### src/rtl/tone_square_gen.sv
// tone_square_gen
//   Square-wave buzzer driver. The frequency word is a half-period length in
//   clock cycles; the buzzer toggles each time a half-period completes.
//   A new frequency word is picked up only at half-period boundaries, so the
//   output never glitches. Stopping never cuts a high half-period short.
// Ports
//   clk          system clock
//   rst_n        asynchronous active-low reset
//   enable       1 = tone requested
//   frequency    half-period in clk cycles; values below MIN_DIV mean mute
//   buzzer       registered square-wave output
//   tone_active  high whenever the FSM is not idle
//   period_tick  one-cycle pulse coincident with each rising edge of buzzer
module tone_square_gen #(
  parameter int DIV_W   = 15,
  parameter int MIN_DIV = 2
) (
  input  logic             clk,
  input  logic             rst_n,
  input  logic             enable,
  input  logic [DIV_W-1:0] frequency,
  output logic             buzzer,
  output logic             tone_active,
  output logic             period_tick
);

  typedef enum logic [1:0] {
    ST_IDLE  = 2'd0,
    ST_RUN   = 2'd1,
    ST_DRAIN = 2'd2
  } state_t;

  localparam logic [DIV_W-1:0] MIN_DIV_W = DIV_W'(MIN_DIV);
  localparam logic [DIV_W-1:0] ONE_W     = DIV_W'(1);
  localparam logic [DIV_W-1:0] ZERO_W    = '0;

  state_t           state_r;
  state_t           state_s;
  logic [DIV_W-1:0] cnt_r;
  logic [DIV_W-1:0] cnt_s;
  logic [DIV_W-1:0] div_r;
  logic [DIV_W-1:0] div_s;
  logic             buzzer_s;
  logic             tick_s;
  logic             freq_ok_s;
  logic             start_ok_s;
  logic             wrap_s;

  // Frequency legality, start condition and half-period completion.
  // div_r is at least MIN_DIV outside IDLE, so div_r - 1 cannot underflow
  // where wrap_s is used.
  assign freq_ok_s   = (frequency >= MIN_DIV_W);
  assign start_ok_s  = enable && freq_ok_s;
  assign wrap_s      = (cnt_r == (div_r - ONE_W));
  assign tone_active = (state_r != ST_IDLE);

  // Next-state, counter, latched divider and output computation.
  always_comb begin
    state_s  = state_r;
    cnt_s    = cnt_r;
    div_s    = div_r;
    buzzer_s = buzzer;
    tick_s   = 1'b0;
    case (state_r)
      ST_IDLE: begin
        buzzer_s = 1'b0;
        cnt_s    = ZERO_W;
        if (start_ok_s) begin
          state_s  = ST_RUN;
          div_s    = frequency;
          buzzer_s = 1'b1;
          tick_s   = 1'b1;
        end else begin
          state_s = ST_IDLE;
        end
      end
      ST_RUN: begin
        if (!enable && !buzzer) begin
          // Low half: stop at once, no extra low time.
          state_s = ST_IDLE;
          cnt_s   = ZERO_W;
        end else if (!enable && wrap_s) begin
          // High half just completed: no need to drain another half.
          state_s  = ST_IDLE;
          buzzer_s = 1'b0;
          cnt_s    = ZERO_W;
        end else if (!enable) begin
          // High half still in progress: finish it in DRAIN.
          state_s = ST_DRAIN;
          cnt_s   = cnt_r + ONE_W;
        end else if (!wrap_s) begin
          cnt_s = cnt_r + ONE_W;
        end else begin
          cnt_s = ZERO_W;
          if (freq_ok_s) begin
            div_s    = frequency;
            buzzer_s = ~buzzer;
            tick_s   = ~buzzer;
          end else begin
            buzzer_s = 1'b0;
            state_s  = ST_IDLE;
          end
        end
      end
      ST_DRAIN: begin
        if (wrap_s) begin
          buzzer_s = 1'b0;
          cnt_s    = ZERO_W;
          state_s  = ST_IDLE;
        end else begin
          cnt_s = cnt_r + ONE_W;
        end
      end
      default: begin
        state_s  = ST_IDLE;
        cnt_s    = ZERO_W;
        div_s    = ZERO_W;
        buzzer_s = 1'b0;
      end
    endcase
  end

  // State, counter, divider and registered outputs.
  always_ff @(posedge clk or negedge rst_n) begin
    if (!rst_n) begin
      state_r     <= ST_IDLE;
      cnt_r       <= ZERO_W;
      div_r       <= ZERO_W;
      buzzer      <= 1'b0;
      period_tick <= 1'b0;
    end else begin
      state_r     <= state_s;
      cnt_r       <= cnt_s;
      div_r       <= div_s;
      buzzer      <= buzzer_s;
      period_tick <= tick_s;
    end
  end

endmodule
### config.mk
export PLATFORM = sky130hd
export DESIGN_NAME = tone_square_gen
export DESIGN_NICKNAME = d
export VERILOG_FILES = /design/src/rtl/tone_square_gen.sv
export SDC_FILE = /design/constraint.sdc
export NUM_CORES = 1
export LEC_CHECK = 0
export ABC_CLOCK_PERIOD_IN_PS = 2750
export CORE_AREA = 2 2 83 65
export CTS_BUF_LIST = sky130_fd_sc_hd__clkbuf_8
export CTS_CLUSTER_SIZE = 8
export DETAILED_ROUTE_END_ITERATION = 10
export DIE_AREA = 0 0 85 67
export GPL_TIMING_DRIVEN = 0
export PLACE_DENSITY = 0.69
export SYNTH_ARGS = -nofsm -noshare
export SYNTH_HDL_FRONTEND = slang
export SYNTH_SLANG_ARGS = --single-unit
### constraint.sdc
create_clock -name clk -period 2.75 [get_ports clk]
set_input_delay 0.4125 -clock clk [delete_from_list [all_inputs] [get_ports clk]]
set_output_delay 0.4125 -clock clk [all_outputs]
set_load 0.02 [all_outputs]
==> summary by stage <==
Global routing
Summed over all layers, the global routing overflow is 0. For this run, the total global-route usage over all layers was measured as a little over a fifth. The via count of the first global-routing pass is 1810. The number of antenna violations at the first check in global routing came to 0.

Entering global routing, the biggest net connects 35 pins. The first global-routing pass estimated ~9.3 mm of wire.

Setup path
The nature of the critical path startpoint is a register. Counting cells, the worst reg-to-reg path comes to 9. The family with the most delay on the worst path is simple AND/OR/NAND/NOR gates. The critical path contains buffers and inverters numbering 2 combined. Traced cell by cell, the critical path runs through buf_4 -> or3_4 -> o41ai_4 -> a32oi_2 -> or4_4 -> nor3_4 -> nand3b_4 -> buf_12 -> nor2_2. The endpoint of the lowest-slack register-to-register path is cnt_r[7]. The largest individual stage delay along the critical path comes from the cell or4_4. The delay of the slowest cell on the worst path is 0.60 ns. The type of the worst setup path is register to register.

For flop-to-flop paths, the worst setup slack is -0.04 ns. Of all nets on the critical path, the largest fanout is 10. The data arrival time of the critical path is ~3.0 ns. In this run the critical register-to-register path is launched from div_r[5]. The critical path capture point type is a register. STA puts the critical path data required time at around 2.9 ns.

Yosys
The area of the mapped netlist is roughly 0.0022 sq mm. The average instance in the mapped netlist occupies 9.75 sq um. Synthesis inferred 34 register bits. In the synthesized netlist the dominant register cell turns out to be dfrtp_1.

The cell taking the most area after synthesis is dfrtp_1. In the post-synthesis netlist, the biggest area contributors are dfrtp_1, xnor2_1, a22o_1. The number of instances in the synthesized netlist is ~230. The number of enable-type register cells in the synthesized netlist is 0. The number of warnings printed during yosys synthesis is 0. In this run, distinct cell masters in the synthesized netlist total between 50 and 60. After synthesis, the share of flip-flops with an asynchronous set or reset is 100%. The number of nets in the synthesized netlist is roughly 250.

The post-synthesis sequential area ratio is between 30% and 40%. The fraction of synthesized cell area taken by the top area cell type is a little under two fifths.

STA
Setup violations remaining at the end of the flow were counted as 28. Setup repair after global routing could not meet its margin everywhere. The final count of pins violating max slew came to 0. The share of the clock period used by the worst path is 101%.

Across the routed clock network, the largest skew measured is about 0.0080 ns. In this run the tightest slew margin relative to its limit is a little under half. The slew at the pin with the worst max-slew slack is roughly 0.79 ns. The slack of the critical path is -0.0396 ns. The number of hold violations in the final report is 0. The final critical path time including I/O delays and setup is between 2 and 3 ns. The maximum clock frequency is about 0.36 GHz.

Placement
The placed cell count is 308. The count of input and output buffers is 20. The half-perimeter wire length after detailed placement is between 3 and 4 mm. The post-placement setup slack is -0.398 ns. At the end of routability-driven placement, the weighted congestion stood at about 0.85. The placed standard-cell area is between 0.002 and 0.0025 sq mm.

Layout
The fill cell total of the finished layout is around 370. The number of cells in the finished layout apart from fillers is 349. Summing all non-filler instances in the final layout gives an area of 0.00310 sq mm. Compared with the post-synthesis result, the final layout area differs by 39.4%. Cells fill between 60 and 70% of the core in the end. The share of post-route cells with drive strength above 1 is about a third.

The number of diodes added for antenna fixing is 0. The post-layout net count is between 300 and 400.

Floorplan
The initial utilization of the core area, before any placement, comes to between 40% and 50%. The total number of placement rows is 22. The number of top-level design ports is 21.

The die outline height is between 60 and 70 um. The core region is 0.00482 sq mm. The area of the die is 0.00570 sq mm. From left edge to right edge, the die measures roughly 85 um.

Clocking
The worst-skew pair later-pin latency is a little under 0.3 ns. CTS built an H-tree with a depth of 2. TritonCTS built the clock tree.

The clock buffer count from CTS is 5. In this run the clock root is driven by a clkbuf_8. Clock-pin slew was measured on the worst setup and hold paths at approximately 0.070 ns.

Hold repair after CTS inserted 0 buffers. The clock net in this run drives a total of 34 sinks. The buffer depth of the longest clock path is 2.

Route
The first detailed-routing pass took 4 iterations. In the final routed layout, each cell accounts on average for 17.7 um. The remaining antenna violation count after routing is 0. The final routed wirelength across all metal layers is 6.18 mm. The detailed router placed approximately 2000 vias in this run.

For this block, the initial DRC count from the detailed router was approximately 110. The detailed-route vias per instance is around 5.8. The total DRC errors in the routed layout is 0.

Power
Across the VDD grid, the largest voltage drop is slightly below 600 uV. The design draws 3.18 mW. In this run the static leakage power is ~1.3 nW. The areal power density over the cells is just over 1000 mW/mm^2.

Job
The number of max-cap violations is 0.

Run status
The flow ran to the end, but the final reports show violations. The final reports fail on negative setup slack.

Worst hold path
The path type of the worst min-delay path is input port to asynchronous set/reset pin.
[what timing repair did]
action / 4_1_cts / 5_1_grt
resized for setup: 26 / 29
pin swaps: 10 / 17
endpoints found under the setup margin: 34 / 34
endpoints found under the hold margin: 0 / 0
cloned: 0 / 1
setup buffers: 12 / 21
[flip-flops by register name, indices dropped and copies added, names as in the netlist]
register	cells
cnt_r	15
div_r	15
state_r	2
buzzer	1
period_tick	1
[layer usage]
| layer | vias up | global-route usage (%) | routed length (um) |
|---|---|---|---|
| li1 | 953 | - | - |
| met1 | 1003 | 30.5 | 2920 |
| met2 | 64 | 31.6 | 2850 |
| met3 | 9 | 4.71 | 331 |
| met4 | 0 | 4.96 | 76 |
| met5 | - | 0 | 0 |
[stage by stage]
step                      hold slack (ns)  TNS, ns
after floorplan                     0.117        0
after global placement              0.508    -8.97
after detailed placement            0.523    -9.62
after CTS                           0.230        0
after global routing                0.265    -3.09
final                               0.204   -0.603
[cell usage after synthesis (2+ instances only)]
library cell  number
buf_6              2
nand4_1            4
clkbuf_1           3
a32oi_1            2
inv_1             10
a21oi_1            3
a2bb2oi_1          2
nor4_1             7
nand3_1            9
nor2_1            23
ha_1               5
xor2_1            12
o2bb2ai_1          2
or4_1              4
nor4_2             2
or3_1              4
nand2_1            9
nand3b_1           2
o21ai_0            7
and3_1             3
buf_2              2
a31oi_1            3
xnor2_1           21
or4_4              2
nor2_2            10
a22o_1            15
dfrtp_1           34
[cells by family (layout without fill, tap and decap cells)]
kind of cell    Yosys count  in the layout  synth area share (%)
compound gates           47             47                  16.5
xor+xnor                 33             33                  13.0
mux                       1              1                 0.506
buf+inv                  19             80                  4.90
fa+ha+maj                 5              5                  2.81
flops                    34             34                  38.3
simple gates             89             89                  24.0
[where the power goes]
group / leakage (nW) / switching (mW) / internal [mW] / total (mW)
registers: 0.447 / 0.165 / 0.616 / 0.781
clock network: 0.0524 / 0.182 / 0.198 / 0.380
logic: 0.792 / 0.987 / 1.03 / 2.01
[cell usage in the layout (no fill, tap or decap), drive strengths merged, types with 2 or more instances in the layout]
| master | netlist | routed |
|---|---|---|
| dfrtp | 34 | 34 |
| nor3b | 2 | 2 |
| nand3 | 9 | 9 |
| xnor2 | 21 | 21 |
| a31oi | 4 | 4 |
| nor3 | 3 | 3 |
| a22o | 15 | 15 |
| a32oi | 2 | 2 |
| inv | 10 | 11 |
| or3 | 4 | 4 |
| xor2 | 12 | 12 |
| ha | 5 | 5 |
| and3 | 3 | 3 |
| nor2 | 33 | 33 |
| nand2 | 9 | 9 |
| nor4 | 9 | 9 |
| a2bb2oi | 2 | 2 |
| o2bb2ai | 2 | 2 |
| clkbuf | 3 | 9 |
| nand4 | 4 | 4 |
| buf | 6 | 40 |
| a21oi | 3 | 3 |
| or4 | 6 | 6 |
| clkdlybuf4s50 | 0 | 19 |
| nand3b | 3 | 3 |
| o21ai | 8 | 8 |
[worst max-delay path by stage]
stage | startpoint | to | slack [ns] | depth (start not counted)
after CTS | div_r[9] | div_r[13] | 0.001 | 8
after global placement | div_r[0] | cnt_r[12] | -0.39 | 11
final | div_r[5] | cnt_r[7] | -0.04 | 9
after global routing | div_r[2] | buzzer | -0.12 | 12
after floorplan | div_r[0] | cnt_r[5] | 0.02 | 9
after detailed placement | div_r[0] | cnt_r[6] | -0.40 | 11
[final cells by class]
type	count	area (sq um)	share of cell area, %
well taps	60	75.1	2.42
clock buffers	6	82.6	2.66
plain buffers	8	72.6	2.34
clock inverters	2	8.76	0.282
inverters	10	37.5	1.21
flip-flops and latches	34	858	27.7
multi-input cells	175	1490	48.0
repair buffers	54	478	15.4
No activity file was read; power rests on OpenSTA's default activity.
==> variant, RTL diff (same settings) <==
Change the parameter `DIV_W` from 15 to 13.
--- a/src/rtl/tone_square_gen.sv
+++ b/src/rtl/tone_square_gen.sv
@@ -13,5 +13,5 @@
 //   period_tick  one-cycle pulse coincident with each rising edge of buzzer
 module tone_square_gen #(
-  parameter int DIV_W   = 15,
+  parameter int DIV_W   = 13,
   parameter int MIN_DIV = 2
 ) (
Interface: changed (resized frequency); port bits go from 21 to 19. No check against the original RTL was run, so the function may have changed too.
==> variant against the unedited design <==
- sequential cell count is 4 lower
- power is 19% lower
- setup slack better by 0.11 ns
- cell count is 4.0% higher
- largest power group unchanged
- count of clock-buffer cells in the layout stayed put
- wire length is 3.0% lower
- hold slack worse by 0.034 ns
- highest routed layer unchanged
- via count is 5.3% higher
- first-iteration DRC count is 60% higher
- synthesized area is 0.79% higher
- critical path type unchanged
- synthesized cell count is 18% higher
- final area is 11% lower
==> variant: results (changes against the unedited design) <==
- Status: completed
- Post-synthesis mux area share: 0.00447 (-0.000598)
- Mapped Area: 2240 µm² (+0.79%)
- Met1 usage: 0.330 (+0.0254)
- Area post-placement: 2490 µm² (-0.10%)
- Final min period: 2.68 ns (-0.108 ns)
- Routed Wire Length: 6000 µm (-3.0%)
- Hold WS: 0.171 ns (-0.0339 ns)
- Final clock-cell share: 0.0331 (+0.00368)
- XOR/XNOR share of the synthesized area: 0.102 (-0.0284)
- Compound-cell area share of the yosys netlist: 0.233 (+0.0685)
- Top cells by area, synth: dfrtp_1, nand2_1, xor2_1, o211ai_1, o211ai_2
- Vias per std cell: 5.89 (+1.3%)
- Vias in the first global route: 2,032 (+12%)
- Post-synth top cells: nand2_1, dfrtp_1, nor2_1
- Comb_multi_in: 209 (+19%)
- Net Sw Frac: 0.456 (+0.0365)
- First-pass GRT wire length: 9870 µm (+6.3%)
- Syn_area_per_cell: 8.36 µm² (-14%)
- Comb pwr share: 0.548 (-0.086)
- IO buf count: 18 (-10%)
- Post-cts sizing count: 17 (-35%)
- Met2 Wirelength: 2500 µm (-12%)
- Met2 usage: 0.320 (+0.00391)
- Buffers, non-clock: 47 (-24%)
- DRT iter0 DRCs: 179 (+60%)
- Met3 Use GR: 0.0458 (-0.00124)
- Num CTS Buffers: 5 (unchanged)
- Worst VDD drop: 0.000563 V (-4.0%)
- Insertion delay to the later sink of the worst-skew pair: 0.29 ns (about the same)
- Leakage power total: 1.07 nW (-17%)
- Met1 Wirelength: 2970 µm (+1.8%)
- Yosys cell types: 43 (-19%)
- TritonCTS Sinks: 30 (-12%)
- FILL cells: 425 (+15%)
- Number of setup buffers added after CTS: 8 (-4)
- Pin count of the biggest net entering global routing: 31 (-11%)
- Max-slew headroom: 0.517 (+0.0434)
- Dpl cells: 346 (+12%)
- Place WS: -0.493 ns (-0.0955 ns)
- Fraction of layout cells with a size suffix above 1: 0.185 (-0.158)
- Top flop regs: cnt_r x13, div_r x13, state_r x2
- Syn Nets: 289 (+15%)
- Crit-path slowest cell: or4_4
- Cell with the most instances after synthesis: nand2_1
- Clk power: 0.375 mW (-1%)
- Worst EP arrival: 2.88 ns (-0.08 ns)
- Number of nets in the layout: 323 (+3.9%)
- Reg2reg setup slack: 0.07 ns (+0.11 ns)
- Area Overhead vs Synth: 23.0%
- GPL Wtd Cong: 0.854 (+0.67%)
- Sequential portion of the cell area: 0.273 (-0.00357)
- Cell Count, Final, Fillers Out: 363 (+4.0%)
- Cells on worst reg2reg path: 10 (+1)
- DP HPWL: 4110 µm (+9.8%)
- Sequential share of power: 0.306 (+0.060)
- Clock Skew: 0.0161 ns (+0.00809 ns)
- Fraction of area in multi-input gates: 0.522 (+0.0422)
- Part of the Yosys area used for sequential elements: 0.335 (-0.0477)
- Inverters: 9 (-1)
variant: cell types whose count changed after synthesis, moves of 10 or more:
cell | before | now
o211ai_2 | 0 | 10
xnor2_1 | 21 | 10
nor2_2 | 10 | 0
nand2_1 | 9 | 40
clkbuf_1 | 3 | 15
o211ai_1 | 0 | 17
a22o_1 | 15 | 1
nor3_1 | 1 | 18
o21ai_0 | 7 | 17
variant: path summary, 6_finish.rpt:
| path | from | to |
|---|---|---|
| min | rst_n | div_r[2] |
| max reg2reg | div_r[0] | div_r[11] |
| min in group clk | cnt_r[0] | cnt_r[0] |
| max in group asynchronous | rst_n | div_r[0] |
| min reg2reg | cnt_r[0] | cnt_r[0] |
| max | div_r[0] | div_r[11] |
variant: critical path: cells and delay by family (launching register included):
family | cells | cell delay [ns]
AOI/OAI and AO/OA | 3 | 0.36
adders and majority gates | 1 | 0.14
buffers and inverters | 3 | 0.37
DFF | 1 | 0.44
and+or+nand+nor | 3 | 1.27
